File: config.mk
export PLATFORM = sky130hd
export DESIGN_NAME = rtc_tick
export DESIGN_NICKNAME = d
export VERILOG_FILES = /design/src/rtl/rtc_pkg.sv /design/src/rtl/sync2.sv /design/src/rtl/rtc_tick.sv
export SDC_FILE = /design/constraint.sdc
export NUM_CORES = 1
export LEC_CHECK = 0
export ABC_AREA = 1
export CORE_MARGIN = 4
export CORE_UTILIZATION = 65
export CTS_CLUSTER_DIAMETER = 120
export CTS_CLUSTER_SIZE = 14
export DETAILED_ROUTE_END_ITERATION = 10
export PLACE_DENSITY = 0.84
export SYNTH_ARGS = -nofsm -noshare
export SYNTH_HDL_FRONTEND = slang
export SYNTH_HIERARCHICAL = 1
export SYNTH_SLANG_ARGS = --single-unit
File: constraint.sdc
create_clock -name clk_sys -period 3.9 [get_ports clk_sys]
set_input_delay 1.17 -clock clk_sys [delete_from_list [all_inputs] [get_ports clk_sys]]
set_output_delay 1.17 -clock clk_sys [all_outputs]
set_load 0.1 [all_outputs]
File: src/rtl/rtc_pkg.sv
// rtl/rtc_pkg.sv - shared constants and period lookup for the real-time clock tick source
package rtc_pkg;

  localparam logic [3:0] RTC_SEL_RESET = 4'd11;
  localparam int         RTC_PMAX      = 800;

  // Period in milliseconds for each panel select code; unused codes fall back to 10 ms.
  function automatic logic [9:0] rtc_period(input logic [3:0] sel);
    logic [9:0] p;
    case (sel)
      4'd0:    p = 10'd2;
      4'd1:    p = 10'd4;
      4'd2:    p = 10'd8;
      4'd3:    p = 10'd10;
      4'd4:    p = 10'd20;
      4'd5:    p = 10'd40;
      4'd6:    p = 10'd80;
      4'd7:    p = 10'd100;
      4'd8:    p = 10'd200;
      4'd9:    p = 10'd400;
      4'd10:   p = 10'd800;
      default: p = 10'd10;
    endcase
    return p;
  endfunction

endpackage

File: src/rtl/sync2.sv
// rtl/sync2.sv - generic two-flop synchroniser for asynchronous panel inputs
module sync2 #(
  parameter int WIDTH = 1
) (
  input  logic             clk_i,
  input  logic             rst_i,
  input  logic [WIDTH-1:0] d_i,
  output logic [WIDTH-1:0] q_o
);

  logic [WIDTH-1:0] meta_q;
  logic [WIDTH-1:0] sync_q;

  always_ff @(posedge clk_i) begin
    if (rst_i) begin
      meta_q <= '0;
      sync_q <= '0;
    end else begin
      meta_q <= d_i;
      sync_q <= meta_q;
    end
  end

  assign q_o = sync_q;

endmodule

File: src/rtl/rtc_tick.sv
// rtl/rtc_tick.sv - programmable-period timer interrupt pulse (zegar) with manual single-step
module rtc_tick
  import rtc_pkg::*;
#(
  parameter int MS_DIV      = 50000,
  parameter int PULSE_TICKS = 4
) (
  input  logic       clk_sys,
  input  logic       clm,
  input  logic       en_a,
  input  logic [3:0] sel_a,
  input  logic       step_a,
  output logic       zegar,
  output logic       ms_tick
);

  localparam int PW = (MS_DIV > 1) ? $clog2(MS_DIV) : 1;
  localparam int WW = $clog2(PULSE_TICKS + 1);
  localparam int MW = $clog2(RTC_PMAX);

  localparam logic [PW-1:0] PCNT_TERM  = PW'(MS_DIV - 1);
  localparam logic [WW-1:0] PULSE_LOAD = WW'(PULSE_TICKS);

  logic       en_s;
  logic [3:0] sel_s;
  logic       step_s;

  logic          step_q;
  logic [3:0]    sel_q;
  logic [PW-1:0] pcnt_q, pcnt_d;
  logic [MW-1:0] mcnt_q, mcnt_d;
  logic [WW-1:0] wcnt_q, wcnt_d;
  logic          zegar_q;

  logic          sel_chg;
  logic          ms_tick_c;
  logic [MW-1:0] period_last;
  logic          per_fire;
  logic          step_fire;
  logic          fire;

  sync2 #(.WIDTH(1)) u_sync_en (
    .clk_i (clk_sys),
    .rst_i (clm),
    .d_i   (en_a),
    .q_o   (en_s)
  );

  sync2 #(.WIDTH(4)) u_sync_sel (
    .clk_i (clk_sys),
    .rst_i (clm),
    .d_i   (sel_a),
    .q_o   (sel_s)
  );

  sync2 #(.WIDTH(1)) u_sync_step (
    .clk_i (clk_sys),
    .rst_i (clm),
    .d_i   (step_a),
    .q_o   (step_s)
  );

  always_comb begin
    sel_chg     = (sel_s != sel_q);
    ms_tick_c   = en_s && (pcnt_q == PCNT_TERM);
    period_last = MW'(rtc_period(sel_q) - 10'd1);
    // A period change restarts counting, so a coinciding terminal count must not fire.
    per_fire    = ms_tick_c && (mcnt_q == period_last) && !sel_chg;
    step_fire   = step_s && !step_q;
    fire        = per_fire || step_fire;

    pcnt_d = pcnt_q;
    mcnt_d = mcnt_q;
    if (!en_s || sel_chg) begin
      pcnt_d = '0;
      mcnt_d = '0;
    end else begin
      pcnt_d = (pcnt_q == PCNT_TERM) ? '0 : pcnt_q + 1'b1;
      if (ms_tick_c) begin
        mcnt_d = (mcnt_q == period_last) ? '0 : mcnt_q + 1'b1;
      end
    end

    // Reload rather than restart: overlapping fires stretch one pulse instead of making two edges.
    if (fire) begin
      wcnt_d = PULSE_LOAD;
    end else if (wcnt_q != '0) begin
      wcnt_d = wcnt_q - 1'b1;
    end else begin
      wcnt_d = '0;
    end
  end

  always_ff @(posedge clk_sys) begin
    if (clm) begin
      step_q  <= 1'b0;
      sel_q   <= RTC_SEL_RESET;
      pcnt_q  <= '0;
      mcnt_q  <= '0;
      wcnt_q  <= '0;
      zegar_q <= 1'b0;
    end else begin
      step_q  <= step_s;
      sel_q   <= sel_s;
      pcnt_q  <= pcnt_d;
      mcnt_q  <= mcnt_d;
      wcnt_q  <= wcnt_d;
      zegar_q <= (wcnt_d != '0);
    end
  end

  assign zegar   = zegar_q;
  assign ms_tick = ms_tick_c;

endmodule

### Word-level counts from Yosys, hierarchy flattened

Memories as Yosys holds them, arrays and structs flattened. A register that Yosys moved wholly into a read port is not among the register bits.
Index checks and enable logic that the tools add are counted.

* reduce and logical (&&, ||, !) cells: 13
* div/mod/pow operators: 0
* muxes and demuxes: 4
* add/sub/neg operators: 4
* shift-type cells: 0
* equal/unequal tests: 3
* magnitude comparators: 0
* bitwise operators: 0
* multipliers: 0

Operators with widths (count)
* adder 16 x 1 -> 16 bit (second input constant): 1
* == test 16 bit (second input constant): 1
* adder 10 x 1 -> 10 bit (second input constant): 1
* == test 10 bit: 1
* two-way mux 10 bit: 1
* subtractor 10 x 1 -> 10 bit (second input constant): 1
* two-way mux 3 bit: 2
* nonzero test 3 bit: 2
* logical AND 1 bit: 4
* two-way mux 4 bit: 1
* != test 4 bit: 1
* logical NOT 1 bit: 3
* OR reduction 3 bit: 1
* subtractor 3 x 1 -> 3 bit (second input constant): 1
* logical OR 1 bit: 2
* OR reduction 2 bit: 1

* memory bits (writable): 0
* memory bits (read-only): 144
* memories: 1
* logic and storage cells: 37
* latch bits: 0
* register bits: 47
* output and inout port bits: 2
* bits of input ports: 8

Memory list
* (no name shown): depth 16, bits a word 9, read ports 1, clocked after Yosys merged registers in 1, write ports 0, line rtc_pkg.sv:10 `case (sel)`

### Logic depth before layout (Yosys ltp)

Gate-level depths: netlist of the first run.

* depth in word-level cells: 7
* mapped depth: 14
* depth with buffers taken out: 14

### Cells and area by module

Netlist of the first run, hierarchy kept.

Modules (own cells, without submodules)
* rtc_tick: area each 2379.8 um2, times used 1, sequential area each 880.8 um2, cells each 329
* sync2 (u_sync_sel): area each 231.5 um2, times used 1, sequential area each 160.2 um2, cells each 25
* sync2 (u_sync_en ...): area each 55.1 um2, times used 2, sequential area each 40.0 um2, cells each 6

### Worst setup path before layout of the first run

No wires, ideal clock.

* path kind: flip-flop to output port
* from: reg pcnt_q[0]
* to: out ms_tick
* data required time: 2.730 ns
* arrival time: 1.372 ns
* slack: 1.358 ns
* path buffers: 0
* stages on the path, launching flop included: 6
* path through: dfxtp_1 ha_1 nand3_1 nor2_2 nand4_4 inv_2

* longest elaborated chain between the ends: 2

Ends and longest elaborated chain
* from (decl): line rtc_tick.sv:30 `logic [PW-1:0] pcnt_q, pcnt_d;`
* from (signal assigned): line rtc_tick.sv:105 `pcnt_q <= pcnt_d;`
* == test 16 bit: line rtc_tick.sv:65 `ms_tick_c = en_s && (pcnt_q == PCNT_TERM);`
* logical AND 1 bit: line rtc_tick.sv:65
* to (decl): line rtc_tick.sv:14 `output logic ms_tick`

Every way passes these cells.

### Worst setup path after layout of the first run

Same ends and word-level chain as after synthesis.

==> out/qor.txt, run 1 <==
status = complete, no violations
Slew @ Worst Pin = 0.959 ns
Initial Utilization = 67.5%
combinational power share = 11.0%
Final nets = 396
global-route wire length before repair = 8670 um
footprint of the multi-input gates = 0.00132 mm2
VDD IR max = 321 uV
Synth Area in Compound Gates = 6.25%
Syn-to-layout area delta = 8.09%
flops & latches, synth = 56
Clk Latency, worst-skew pair = 0.31 ns
endpoint class of the critical path = primary output
crit-path cells = ha_1, nand3_1, nor2_2, nand4_4, inv_2, buf_4
M1 GR Usage = 25.3%
Synth Area in XOR/XNOR = 7.40%
Setup crit start kind = flop
largest family of logic cells by synthesized area = simple AND/OR/NAND/NOR gates
leading area contributor after synthesis = dfxtp_1
Wirelength per Cell = 11.1 um
FP Rows = 23
simple logic cell fraction of the synthesized area = 30.6%
grt ovf = 0
drt via density = 4.96
sequential power share = 57.9%
layout cell share with drive strength beyond 1 = 11.6%
Die Wd = 72.7 um
CTS H-tree depth = 2
top post-synthesis cells by count = nor2_1, nand2_1, inv_1
number of global-route vias before repair = 2,035
Filler cells = 332
FMAX = 328 MHz
M3 GR Usage = 4.55%
P_int = 767 uW
Leak = 1.27 nW
M2 GR Usage = 35.1%
buffers plus inverters on the worst setup path = 2
HP Start = u_sync_en/meta_q
Clk pwr share = 31.1%
CP max stage delay = 0.38 ns
crit share post-route = 78.2%
Fin Setup TNS = 0 ns
Synthesized Nets = 383
ys async rst share = 0%
Sequential Area = 0.00112 mm2
DRT Wirelength = 4780 um
cts repair resizes = 0
RSZ-0062 raised after global routing = no
number of synthesized flops with an enable pin = 0
area of the core = 0.00403 mm2
Worst Path Max Fanout = 8
top cell type's share of synthesized area = 41.2%
TritonRoute pass-1 iters = 4
Hold Vio Cnt, Final = 0
I/O pins = 10
RePlAce Congestion = 0.937
via count = 2,133
Total GRT Usage = 20.6%
Die Y = 72.7 um
critical path class = reg2out
Post-CTS Setup Bufs = 0
MaxCap Viol Count = 0
Reg-to-Reg Start = pcnt_q[0]
main flop type after synthesis = dfxtp_1
Syn Inst Count = 366
Routed Antenna Nets = 0
placed inst area = 0.00285 mm2
adder-cell share of the synthesized area = 4.14%
cell with the most instances after synthesis = nor2_1
CTS root buf = clkbuf_8
post-route cell area = 0.00294 mm2
mux cell area share after synthesis = 0%
drt first-iter violations = 83
Port Buffer Count = 9
Clock transition at path regs = 0.10 ns
CP Launch Point = pcnt_q[0]
Crit path required time = 2.73 ns
largest cells by area after synthesis = dfxtp_1, nor2_1, nand2_1
cts hold-fix bufs = 0
sw frac = 26.3%
initial antenna violation count = 0
Min-Delay Path Class = reg2reg
CP Data Arrival Time = 1.88 ns
largest net degree at the start of global routing = 21
gr busiest metal = met2
Ys Warns = 6
worst rel slew slack = 35.9%
sequential area share after synthesis = 41.2%
Final Util = 73.0%
# clock sinks = 56
max-slew violation count = 0
mapped cell area = 0.00272 mm2
Worst path top cell family by delay = simple AND/OR/NAND/NOR gates
Syn Area/Cell = 7.44 um2
CTS tree = yes
pwr dens = 353 mW/mm2
Final Power = 1.04 mW
DIE AREA = 0.00529 mm2
CTS Buffer Depth = 2
final clock skew = 0.00631 ns
DP HPWL = 3680 um
Num CTS Buffers = 5
DRC Markers = 0
Setup-failing EPs final = 0
# diodes = 0
crit path time final = 3.05 ns
P_sw = 273 uW
CP max stage cell = dfxtp_1
Yosys cell types = 35
==> routing by layer <==
| metal | routed length (um) | vias to the layer above |
|---|---|---|
| met5 | 0 | - |
| met4 | 65 | 0 |
| met3 | 176 | 5 |
| met2 | 2360 | 44 |
| met1 | 2180 | 936 |
| li1 | - | 1148 |
==> per-stage QoR <==
step	setup slack, ns	hold WS (ns)	instances
final	0.851	0.408	430
after CTS	0.837	0.411	430
after detailed placement	0.978	0.396	422
after global placement	1.07	0.389	422
after floorplan	1.36	0.388	366
after global routing	0.666	0.435	430
==> cell type report <==
class / count / share of cell area, %
flip-flops and latches: 56 / 38.1
repair buffers: 10 / 3.23
inverters: 67 / 8.55
well taps: 50 / 2.13
clock inverters: 3 / 0.851
clock buffers: 5 / 2.34
multi-input cells: 239 / 44.8
==> power by group through the flow <==
stage / Sequential, mW / Combinational [mW] / Clock (mW)
3_5_place_dp: 0.615 / 0.113 / 0
4_1_cts: 0.602 / 0.115 / 0.334
6_report: 0.602 / 0.115 / 0.323
3_3_place_gp: 0.614 / 0.110 / 0
5_1_grt: 0.604 / 0.132 / 0.356
2_1_floorplan: 0.618 / 0.0829 / 0
==> cells in the final DEF, fill, tap and decap left out, types with 2 or more instances in the layout <==
| master | n |
|---|---|
| a31oi_1 | 2 |
| nor2_4 | 3 |
| inv_2 | 9 |
| nor3b_2 | 2 |
| clkdlybuf4s50_1 | 8 |
| nand4_1 | 6 |
| xnor2_1 | 7 |
| nor3_1 | 6 |
| a21oi_1 | 10 |
| nor2_1 | 65 |
| nor2_2 | 9 |
| or2_2 | 2 |
| clkbuf_8 | 5 |
| inv_6 | 2 |
| nand3_2 | 3 |
| o21ai_0 | 7 |
| nand3_1 | 14 |
| inv_1 | 58 |
| dfxtp_1 | 56 |
| ha_1 | 9 |
| xor2_1 | 16 |
| nand2_1 | 64 |
| nor3_2 | 2 |
| buf_4 | 2 |
==> kinds of logic after synthesis <==
kind of cell	count (synthesis)
xor gates and xnor gates	23
and+or+nand+nor	179
adders and majority gates	9
AOI/OAI and AO/OA	28
buffers and inverters	71
DFF	56
==> worst paths after layout <==
path,to,slack [ns],cells past startpoint
worst max-delay path,ms_tick,0.85,6
worst min-delay path,u_sync_en/q_o,0.41,2
worst max register to register,mcnt_q[9],2.11,10
worst min register to register,u_sync_en/q_o,0.41,2
==> worst min-delay path, delay by kind of cell, from the launching register on <==
| kind | cells | cell delay [ns] |
|---|---|---|
| flops | 1 | 0.31 |
| simple gates | 1 | 0.03 |
| buf+inv | 1 | 0.04 |
(Power assumes the default switching activity.)
==> inputs of run 2 (changes only) <==
--- a/config.mk
+++ b/config.mk
@@ -7,11 +7,11 @@
 export LEC_CHECK = 0
 export ABC_AREA = 1
 export CORE_MARGIN = 4
-export CORE_UTILIZATION = 65
+export CORE_UTILIZATION = 54
 export CTS_CLUSTER_DIAMETER = 120
 export CTS_CLUSTER_SIZE = 14
 export DETAILED_ROUTE_END_ITERATION = 10
-export PLACE_DENSITY = 0.84
+export PLACE_DENSITY = 0.75
 export SYNTH_ARGS = -nofsm -noshare
 export SYNTH_HDL_FRONTEND = slang
 export SYNTH_HIERARCHICAL = 1
==> constraint.sdc (replaced) <==
create_clock -name clk_sys -period 2.6 [get_ports clk_sys]
set_input_delay 0.78 -clock clk_sys [delete_from_list [all_inputs] [get_ports clk_sys]]
set_output_delay 0.78 -clock clk_sys [all_outputs]
set_load 0.1 [all_outputs]
==> run 2 against run 1 <==
Critical path depth unchanged. Clock-buffer cell count up 1. Global-route usage decreased by 3.0 points. Flip-flop and latch count stayed put. Clock skew increased by 0.0031 ns. Cell area grew 2.7%. Die area is 18% higher. Utilization decreased by 10 points. Critical path type unchanged. Largest power group unchanged.
==> out/qor.txt, run 2 (synthesis results as in run 1) <==
Crit path required time = 1.82 ns
DRC Markers = 0
VDD IR max = 424 uV
MaxCap Viol Count = 0
Total GRT Usage = 17.7%
Min-Delay Path Class = reg2reg
RePlAce Congestion = 0.837
Layout Cells excl Fill = 450
TritonRoute pass-1 iters = 4
CTS Buffer Depth = 2
FMAX = 414 MHz
CTS H-tree depth = 2
Hold Vio Cnt, Final = 0
DIE AREA = 0.00624 mm2
CTS tree = yes
endpoint class of the critical path = primary output
crit share post-route = 93.0%
Leak = 1.30 nW
Setup-failing EPs final = 0
crit path time final = 2.42 ns
RSZ-0062 raised after global routing = no
drt first-iter violations = 119
max-slew violation count = 0
Clk Latency, worst-skew pair = 0.31 ns
pre-CTS setup slack = 0.266 ns
worst rel slew slack = 81.7%
Final Power = 1.65 mW
hold slack = 0.412 ns
Num CTS Buffers = 5
Fin Setup TNS = 0 ns
HP Start = u_sync_sel/meta_q[2]
CTS root buf = clkbuf_8
CP Data Arrival Time = 1.64 ns
layout cell share with drive strength beyond 1 = 12.3%
final worst slack = 0.182 ns
Wirelength per Cell = 10.8 um
Die Y = 79.0 um
status = complete, no violations
Final nets = 399
I/O pins = 10
cts hold-fix bufs = 0
Routed Antenna Nets = 0
drt via density = 4.80
largest net degree at the start of global routing = 18
global-route wire length before repair = 9000 um
Initial Utilization = 56.5%
Setup crit start kind = flop
Reg-to-Reg Start = pcnt_q[0]
area of the core = 0.00482 mm2
# diodes = 0
critical path class = reg2out
final clock skew = 0.00941 ns
Slew @ Worst Pin = 0.272 ns
Syn-to-layout area delta = 11.0%
DP HPWL = 3800 um
grt ovf = 0
placed inst area = 0.00289 mm2
FP Rows = 25
# clock sinks = 56
DRT Wirelength = 4880 um
Port Buffer Count = 9
Clock transition at path regs = 0.09 ns
post-route cell area = 0.00302 mm2
via count = 2,159
initial antenna violation count = 0
pwr dens = 546 mW/mm2
commonest non-fill, non-tap cell in the layout = nor2_1
most frequent cells in the layout = nor2_1, nand2_1, inv_1, dfxtp_1, xor2_1
Die Wd = 79.0 um
placed cell count = 440
Worst Path Max Fanout = 5
Final Util = 62.7%
number of global-route vias before repair = 2,111
CP Launch Point = pcnt_q[0]
## run 2: area by class of cell
class	count	area (um2)
inverters	67	254
fillers	469	1800
clock inverters	2	38.8
multi-input cells	239	1320
well taps	67	83.8
clock buffers	6	72.6
repair buffers	13	128
flip-flops and latches	56	1120
## run 2: report_power, final
| group | switching [mW] | leakage [nW] | total [mW] | internal, mW |
|---|---|---|---|---|
| combinational | 0.102 | 0.785 | 0.172 | 0.0695 |
| clock | 0.282 | 0.0558 | 0.574 | 0.291 |
| sequential | 0.0181 | 0.457 | 0.902 | 0.884 |
## run 2: timing repair
| action | 4_1_cts | 5_1_grt |
|---|---|---|
| setup buffers | 0 | 2 |
| resized for setup | 0 | 2 |
| endpoints found under the setup margin | 0 | 1 |
| endpoints found under the hold margin | 0 | 0 |
## run 2: critical path, cell delays in order (launching register included)
cell     delay, ns
dfxtp_1       0.38
ha_1          0.20
nand3_1       0.16
nor2_4        0.16
nand4_4       0.14
inv_4         0.12
buf_12        0.17
## run 2: final timing paths
path,cells past startpoint,slack [ns],endpoint
max,6,0.18,ms_tick
min,2,0.41,u_sync_sel/q_o[2]
max reg2reg,11,0.66,mcnt_q[9]
min reg2reg,2,0.41,u_sync_sel/q_o[2]
## run 2: routing by layer
layer / track usage (%) / up-vias / part of all wire [%]
met5: 0 / - / 0
met4: 4.30 / 0 / 0.90
met3: 3.74 / 5 / 3.8
met2: 30.5 / 31 / 48
met1: 22.5 / 967 / 47
li1: - / 1156 / -
